===== src/rtl/seq_frame_tx_if.sv =====
// -----------------------------------------------------------------------------
// seq_frame_tx_if
//   Parallel payload handshake into the serial frame transmitter.
//   A transfer happens on a rising clk edge where tx_valid and tx_ready are
//   both high.
//
//   Signals
//     tx_data   [PAYLOAD_W]  payload, sampled on the transfer edge
//     tx_valid               producer has a payload available
//     tx_ready               transmitter is idle and can accept a payload
//
//   Modports
//     master  payload producer (drives tx_data / tx_valid)
//     slave   transmitter      (drives tx_ready)
// -----------------------------------------------------------------------------
interface seq_frame_tx_if #(
  parameter int PAYLOAD_W = 8
);
  logic [PAYLOAD_W-1:0] tx_data;
  logic                 tx_valid;
  logic                 tx_ready;

  modport master (
    output tx_data,
    output tx_valid,
    input  tx_ready
  );

  modport slave (
    input  tx_data,
    input  tx_valid,
    output tx_ready
  );
endinterface


===== src/rtl/seq_frame_tx.sv =====
// -----------------------------------------------------------------------------
// seq_frame_tx
//   Send side of the 1011 sync-pattern serial link. A payload accepted over
//   the handshake is emitted one bit per clock on data_out as:
//     sync pattern (MSB first), payload (MSB first), [even parity], guard zeros.
//   The first sync bit is on the line the cycle after the transfer.
//
// Parameters
//   PAYLOAD_W     payload bits per frame (>=1)
//   SYNC_W        sync pattern length (>=1)
//   SYNC_PATTERN  sync bits, sent MSB first
//   GAP_CYCLES    guard zero cycles after the last frame bit (>=0)
//
// Ports
//   clk         rising-edge clock
//   reset_n     asynchronous active-low reset
//   tx          handshake (seq_frame_tx_if.slave): tx_data, tx_valid, tx_ready
//   data_out    registered serial line
//   tx_active   high while a frame or its guard zeros are on the line
//   frame_done  one-cycle pulse coincident with the last frame bit
//
// Build option
//   PARITY_EN   when defined, an even parity bit (^payload) follows the
//               payload and frame_done moves onto that bit. When undefined
//               there is no parity state or logic.
// -----------------------------------------------------------------------------
module seq_frame_tx #(
  parameter int                PAYLOAD_W    = 8,
  parameter int                SYNC_W       = 4,
  parameter logic [SYNC_W-1:0] SYNC_PATTERN = 4'b1011,
  parameter int                GAP_CYCLES   = 2
) (
  input  logic          clk,
  input  logic          reset_n,
  seq_frame_tx_if.slave tx,
  output logic          data_out,
  output logic          tx_active,
  output logic          frame_done
);

  // One counter serves every state; it is sized so the longest state
  // (sync, payload or guard) never wraps.
  localparam int SD_MAX  = (SYNC_W > PAYLOAD_W) ? SYNC_W : PAYLOAD_W;
  localparam int CNT_MAX = (GAP_CYCLES > SD_MAX) ? GAP_CYCLES : SD_MAX;
  localparam int CNT_W   = $clog2(CNT_MAX + 1);

  localparam logic [CNT_W-1:0] SYNC_LAST = CNT_W'(SYNC_W - 1);
  localparam logic [CNT_W-1:0] DATA_LAST = CNT_W'(PAYLOAD_W - 1);
  localparam logic [CNT_W-1:0] GAP_LAST  = CNT_W'((GAP_CYCLES > 0) ? GAP_CYCLES - 1 : 0);
  localparam logic [CNT_W-1:0] CNT_ONE   = CNT_W'(1);

`ifdef PARITY_EN
  typedef enum logic [2:0] {S_IDLE, S_SYNC, S_DATA, S_PAR, S_GAP} state_t;
`else
  typedef enum logic [1:0] {S_IDLE, S_SYNC, S_DATA, S_GAP} state_t;
`endif

  state_t               state;
  logic [CNT_W-1:0]     cnt;
  logic [SYNC_W-1:0]    sync_sh;     // remaining sync bits, next one at MSB
  logic [PAYLOAD_W-1:0] payload_sh;  // latched payload, next bit at MSB
`ifdef PARITY_EN
  logic                 par_bit;     // even parity of the latched payload
`endif

  // Only IDLE accepts; tx_valid held high elsewhere is simply ignored.
  assign tx.tx_ready = (state == S_IDLE);

  // data_out always holds the bit of the state currently in 'state'; each
  // branch loads the bit for the cycle that follows the edge.
  always_ff @(posedge clk or negedge reset_n) begin
    if (!reset_n) begin
      state      <= S_IDLE;
      cnt        <= '0;
      sync_sh    <= '0;
      payload_sh <= '0;
`ifdef PARITY_EN
      par_bit    <= 1'b0;
`endif
      data_out   <= 1'b0;
      tx_active  <= 1'b0;
      frame_done <= 1'b0;
    end else begin
      frame_done <= 1'b0;
      case (state)
        S_IDLE: begin
          data_out <= 1'b0;
          if (tx.tx_valid && tx.tx_ready) begin
            state      <= S_SYNC;
            cnt        <= '0;
            data_out   <= SYNC_PATTERN[SYNC_W-1];
            sync_sh    <= SYNC_PATTERN << 1;
            payload_sh <= tx.tx_data;
`ifdef PARITY_EN
            par_bit    <= ^tx.tx_data;
`endif
            tx_active  <= 1'b1;
          end
        end

        S_SYNC: begin
          if (cnt == SYNC_LAST) begin
            state      <= S_DATA;
            cnt        <= '0;
            data_out   <= payload_sh[PAYLOAD_W-1];
            payload_sh <= payload_sh << 1;
`ifndef PARITY_EN
            // A one-bit payload makes the first data bit also the last.
            frame_done <= (PAYLOAD_W == 1);
`endif
          end else begin
            cnt      <= cnt + CNT_ONE;
            data_out <= sync_sh[SYNC_W-1];
            sync_sh  <= sync_sh << 1;
          end
        end

        S_DATA: begin
          if (cnt == DATA_LAST) begin
`ifdef PARITY_EN
            state      <= S_PAR;
            cnt        <= '0;
            data_out   <= par_bit;
            frame_done <= 1'b1;
`else
            cnt      <= '0;
            data_out <= 1'b0;
            if (GAP_CYCLES > 0) begin
              state <= S_GAP;
            end else begin
              state     <= S_IDLE;
              tx_active <= 1'b0;
            end
`endif
          end else begin
            cnt        <= cnt + CNT_ONE;
            data_out   <= payload_sh[PAYLOAD_W-1];
            payload_sh <= payload_sh << 1;
`ifndef PARITY_EN
            frame_done <= ((cnt + CNT_ONE) == DATA_LAST);
`endif
          end
        end

`ifdef PARITY_EN
        S_PAR: begin
          cnt      <= '0;
          data_out <= 1'b0;
          if (GAP_CYCLES > 0) begin
            state <= S_GAP;
          end else begin
            state     <= S_IDLE;
            tx_active <= 1'b0;
          end
        end
`endif

        S_GAP: begin
          data_out <= 1'b0;
          if (cnt == GAP_LAST) begin
            state     <= S_IDLE;
            cnt       <= '0;
            tx_active <= 1'b0;
          end else begin
            cnt <= cnt + CNT_ONE;
          end
        end

        default: begin
          state     <= S_IDLE;
          cnt       <= '0;
          data_out  <= 1'b0;
          tx_active <= 1'b0;
        end
      endcase
    end
  end

endmodule


===== src/flat_wrapper.sv =====
// flat-port wrapper written by rule: the top's interface ports become plain ports
module seq_frame_tx_flat 
#(
  parameter int                PAYLOAD_W    = 8,
  parameter int                SYNC_W       = 4,
  parameter logic [SYNC_W-1:0] SYNC_PATTERN = 4'b1011,
  parameter int                GAP_CYCLES   = 2
)
  (clk, reset_n, data_out, tx_active, frame_done, tx_tx_data, tx_tx_valid, tx_tx_ready);
  seq_frame_tx_if #(.PAYLOAD_W(PAYLOAD_W)) tx_i ();
  input  logic clk;
  input  logic reset_n;
  output logic data_out;
  output logic tx_active;
  output logic frame_done;
  input wire logic [$bits(tx_i.tx_data)-1:0] tx_tx_data;
  input wire logic [$bits(tx_i.tx_valid)-1:0] tx_tx_valid;
  output wire logic [$bits(tx_i.tx_ready)-1:0] tx_tx_ready;
  assign tx_i.tx_data = tx_tx_data;
  assign tx_i.tx_valid = tx_tx_valid;
  assign tx_tx_ready = tx_i.tx_ready;
  seq_frame_tx #(.PAYLOAD_W(PAYLOAD_W), .SYNC_W(SYNC_W), .SYNC_PATTERN(SYNC_PATTERN), .GAP_CYCLES(GAP_CYCLES)) u_core (.clk(clk), .reset_n(reset_n), .tx(tx_i), .data_out(data_out), .tx_active(tx_active), .frame_done(frame_done));
endmodule

===== config.mk =====
export PLATFORM = sky130hd
export DESIGN_NAME = seq_frame_tx_flat
export DESIGN_NICKNAME = d
export VERILOG_FILES = /design/src/rtl/seq_frame_tx_if.sv /design/src/rtl/seq_frame_tx.sv /design/src/flat_wrapper.sv
export SDC_FILE = /design/constraint.sdc
export NUM_CORES = 1
export LEC_CHECK = 0
export ABC_AREA = 1
export CORE_ASPECT_RATIO = 0.9
export CORE_MARGIN = 3
export CORE_UTILIZATION = 58
export CTS_CLUSTER_SIZE = 20
export DETAILED_ROUTE_END_ITERATION = 16
export PLACE_DENSITY = 0.83
export SYNTH_ARGS = -nofsm -noshare
export SYNTH_HDL_FRONTEND = slang
export SYNTH_SLANG_ARGS = --single-unit

===== constraint.sdc =====
create_clock -name clk -period 2.6 [get_ports clk]
set_clock_uncertainty 0.15 [all_clocks]
set_input_delay 0.52 -clock clk [delete_from_list [all_inputs] [get_ports clk]]
set_output_delay 0.52 -clock clk [all_outputs]
set_load 0.05 [all_outputs]

---- Yosys cells after proc, flatten, opt, wreduce, memory -nomap -nowiden ----
Cells that the tools add are included.
storage, ports and cells
  bits in registers ....................... 21
  logic and storage cells ................. 56
operators by class
  $add $sub $neg .......................... 1
  equality and inequality tests ........... 13
  multiplexer cells ....................... 26
  reduce and logical (&&, ||, !) cells .... 9
operators by type and width
  cell                                                                     count
  4-bit 2-to-1 mux                                                         6
  8-bit 2-to-1 mux                                                         3
  8-bit case mux with 3 select lines                                       1
  4-bit case mux with 4 select lines                                       1
  4-bit by 3-bit equality test with 1-bit output, second input constant    2
  2-bit 2-to-1 mux                                                         4
  2-bit case mux with 4 select lines                                       1
  4-bit case mux with 2 select lines                                       1
  4-bit AND reduction                                                      2
  1-bit 2-to-1 mux                                                         7
  2-bit by 1-bit inequality test with 1-bit output, second input constant  3
  2-bit inequality test, second input constant                             3
  3-bit AND reduction                                                      2
  4-bit by 1-bit adder with 4-bit output, second input constant            1
  2-bit equality test, second input constant                               2
  4-bit by 1-bit equality test with 1-bit output, second input constant    1
  4-bit by 2-bit equality test with 1-bit output, second input constant    1
  1-bit case mux with 4 select lines                                       1
  2-bit nonzero test                                                       2
  3-bit nonzero test                                                       1
  2-bit by 1-bit equality test with 1-bit output, second input constant    1
  2-bit logical NOT                                                        1
  1-bit case mux with 2 select lines                                       1
  1-bit logical AND                                                        1

---- Longest topological paths before layout ----
  depth after elaboration ................. 4
  gate-level depth with buffers ........... 9
  mapped depth without buffers ............ 8

---- Worst setup path before layout ----
Ideal clock, no wire load.
  path kind ............................... register to register
  start point ............................. register u_core.state[0]
  end point ............................... register u_core.payload_sh[1]
  arrival ................................. 1.745 ns
  data required time ...................... 2.328 ns
  path slack .............................. 0.584 ns
  stages on the path, launching flop included .. 9
  buffers on the path ..................... 1
  path through ............................ dfrtp_1 -> inv_1 -> ha_1 -> inv_1 -> nor2_4 -> nor2_1 -> nand3_4 -> buf_6 -> o21ai_2
on the way
  cells in the longest elaborated chain, start to end .. 4
  elaborated cells on any way between the ends .. 10
  classes of those cells .................. 5 x eq/ne; 1 x mux; 4 x reduce/logical
ends and longest elaborated chain
  element                          line                 text
  start: declaration               seq_frame_tx.sv:58   state_t state;
  start signal: assignment         seq_frame_tx.sv:73   state <= S_IDLE;
  start signal: assignment         seq_frame_tx.sv:89   state <= S_SYNC;
  start signal: assignment         seq_frame_tx.sv:103  state <= S_DATA;
  2-bit logical NOT *              seq_frame_tx.sv:67   assign tx.tx_ready = (state == S_IDLE);
  via tx_tx_ready                  flat_wrapper.sv:18   output wire logic [$bits(tx_i.tx_ready)-1:0] tx_tx_ready;
  1-bit logical AND                seq_frame_tx.sv:88   if (tx.tx_valid && tx.tx_ready) begin
  2-bit inequality test (no line)  -
  4-bit AND reduction (no line)    -
  end signal: assignment           seq_frame_tx.sv:93   payload_sh <= tx.tx_data;
  end signal: assignment           seq_frame_tx.sv:106  payload_sh <= payload_sh << 1;
  end signal: assignment           seq_frame_tx.sv:138  payload_sh <= payload_sh << 1;
  end: declaration                 seq_frame_tx.sv:61   logic [PAYLOAD_W-1:0] payload_sh;
Mark *: on every way through the listed nets, which the timed path passes. The rest lies on a longest branch.
A chain may end at the register's enable or synchronous reset.

---- Worst setup path after layout ----
  start point ............................. register u_core.state[0]
  end point ............................... output tx_tx_ready
on the way
  cells in the longest elaborated chain, start to end .. 1
ends and longest elaborated chain
  element            line
  2-bit logical NOT  seq_frame_tx.sv:67
  end: declaration   flat_wrapper.sv:18
Every way passes these cells.

==> flow_summary.json <==
{
  "outcome": "finished clean",
  "first_pass_iters": 4,
  "antenna_found_initial": 0,
  "hold-path-cell-count": 2,
  "grt_max_degree": 21,
  "yosysTopAreaCell": "dfrtp_1",
  "busiest_layer": "met2",
  "hp-start": "u_core.payload_sh[5]",
  "rr_endpoint": "u_core.payload_sh[7]",
  "gr-usage-all-layers_pct": 22.3,
  "area_growth_pct": 16.9,
  "leakage_nw": 0.686,
  "use_met1_pct": 28.6,
  "grt.met3_usage_pct": 7.36,
  "drtAntennaViolNets": 0,
  "clock_latency_ns": 0.30,
  "hp-class": "reg -> reg",
  "yosysTopAreaCellShare_pct": 43.1,
  "setup_viol": 0,
  "tritoncts": "done",
  "irDropWorstVdd_mv": 1.25,
  "hold_viol": 0,
  "htree_levels": 1,
  "synth_area_per_cell_um2": 8.94,
  "drive_above_1_share_pct": 13.6,
  "synth_cell_types": 20,
  "synth.most_common_cell": "nand2_1",
  "crit_path_end_kind": "output pin",
  "slew_violations": 0,
  "path_class": "reg -> out",
  "synth_area_leaders": "dfrtp_1 (43%), nand2_1 (11%), ha_1 (9.7%), mux2i_1 (6.0%), o21ai_2 (6.0%)",
  "cap_violations": 0,
  "core-area_um2": 1790,
  "synth_seq_area_share_pct": 43.1,
  "drc": 0,
  "place_area_um2": 1320,
  "die_h_um": 48.5,
  "grt_first_pass_wirelength_mm": 4.30,
  "powerDensity_nw_per_um2": 1260,
  "hpwl_mm": 1.67,
  "critPathLaunchType": "flip-flop",
  "worst_pin_slew_ns": 0.491,
  "n_antenna_cell": 0,
  "cts_made_buffers": 3,
  "ys.warnings.count": 0,
  "max_freq_mhz": 431,
  "cts_buffer_depth": 2,
  "postSynthRegisterBits": 20,
  "setup_tns_ns": 0,
  "synth_edf_count": 0,
  "use_met2_pct": 35.7,
  "synthesis.area_um2": 1160,
  "syn_nets": 150,
  "nets": 168,
  "via_per_inst": 5.31,
  "fin_ws_ns": 0.281,
  "gp_congestion": 0.817,
  "num_vias": 908,
  "start_util_pct": 65.1,
  "critical_path.max_fanout": 5,
  "grt_overflow_total": 0,
  "reg2reg_depth": 8,
  "ff2ff_setup_slack_ns": 0.66,
  "netlist_instances": 130,
  "period_share_pct": 89.2,
  "die_width_um": 53.2,
  "cp.arrival_ns": 1.65,
  "fin_area_um2": 1360,
  "holdPathEnd": "u_core.payload_sh[5]",
  "io_buffer_count": 14,
  "rsz0062_at_grt": "no",
  "path_clk_slew_ns": 0.11,
  "fin_cells": 171,
  "synth-async-reset-ratio_pct": 100,
  "wire_per_inst_um": 13.5,
  "nFillCells": 141,
  "required_ns": 1.93,
  "cts_sinks": 20,
  "root_buffer": "clkbuf_4",
  "slew_headroom_pct": 67.2,
  "synth_ff_type": "dfrtp_1",
  "num_rows": 14,
  "first_global_vias": 955,
  "die_area_um2": 2580,
  "reg2reg_from": "u_core.state[0]",
  "period_needed_ns": 2.32,
  "drt_iter0_drc": 19,
  "routed_wl_mm": 2.31,
  "ioPinCount": 15,
  "dp.cells": 167,
  "synth.top_cells.by_count": "nand2_1 (35), dfrtp_1 (20), inv_1 (13), nand3_1 (12), ha_1 (9)",
  "place_worst_setup_slack_ns": 0.353
}
-- how the worst max path moves through the flow --
stage	from	endpoint	slack (ns)	cells past startpoint
2_1_floorplan	u_core.state[0]	u_core.payload_sh[1]	0.58	8
3_3_place_gp	u_core.state[0]	tx_tx_ready	0.42	3
3_5_place_dp	u_core.state[0]	tx_tx_ready	0.35	3
4_1_cts	u_core.state[1]	tx_tx_ready	0.26	3
5_1_grt	u_core.state[0]	tx_tx_ready	0.20	3
6_report	u_core.state[0]	tx_tx_ready	0.28	3
-- cell type report --
type	count	area, µm²	area share [%]
Multi-Input combinational cell	95	597	43.9
Sequential cell	20	500	36.8
Timing Repair Buffer	15	146	10.8
Inverter	13	48.8	3.59
Clock buffer	4	36.3	2.67
Tap cell	24	30.0	2.21
-- worst max-delay path, stage by stage (launching register included) --
cell and delay, ns:
dfrtp_1 0.45, inv_1 0.14, ha_1 0.22, dlygate4sd2_1 0.54
-- placed cells by master, fill, tap and decap left out --
cell type and n:
nand2_1 35, nor2_2 1, buf_4 1, nand3_4 1
clkbuf_4 3, o21ai_2 8, nand2_2 3, nor3_1 1
nand3_1 12, a21oi_1 5, o21ai_0 3, ha_1 9
clkdlybuf4s50_1 13, nor2_4 1, dfrtp_1 20, nand4_1 1
nand2_4 1, dlygate4sd2_1 1, clkbuf_8 1, mux2i_1 7
inv_1 13, xor2_1 2, nor2_1 5
-- through the flow --
step	total power [mW]	utilization [%]	hold slack (ns)
after global placement	1.48	74.1	0.315
after CTS	1.73	76.1	0.347
after detailed placement	1.53	74.1	0.320
final	1.71	76.1	0.345
after global routing	1.89	76.1	0.383
after floorplan	1.33	-	0.0744
-- cell families (layout without fill, tap and decap cells) --
kind of cell    count (synthesis)  after routing  share of synthesized area [%]
fa+ha+maj                       9              9                           9.69
mux                             7              7                           6.03
buf+inv                        15             32                           5.60
compound gates                 16             16                           9.47
simple gates                   61             61                           24.7
flops                          20             20                           43.1
xor+xnor                        2              2                           1.51
-- state kept, by name, indices dropped and copies added, names as in the netlist --
register           flops
u_core.payload_sh      8
u_core.tx_active       1
u_core.data_out        1
u_core.frame_done      1
u_core.sync_sh         3
u_core.state           2
u_core.cnt             4
-- repair_timing --
| item | 4_1_cts | 5_1_grt |
|---|---|---|
| resized for setup | 1 | 0 |
| setup endpoints to repair | 1 | 0 |
| buffers inserted | 0 | 0 |
| hold buffers | 0 | 0 |
-- report_power, final --
group / switching [mW] / internal [mW]
sequential: 0.0881 / 0.440
clock: 0.0924 / 0.0854
combinational: 0.645 / 0.363
-- layer usage --
metal	wire length, µm	part of all wire, %	vias to the layer above
met2	1120	48	17
li1	-	-	454
met3	105	4.5	4
met1	1060	46	433
met4	25	1.1	0
met5	0	0	-
Power figures use the tool's default switching activity.
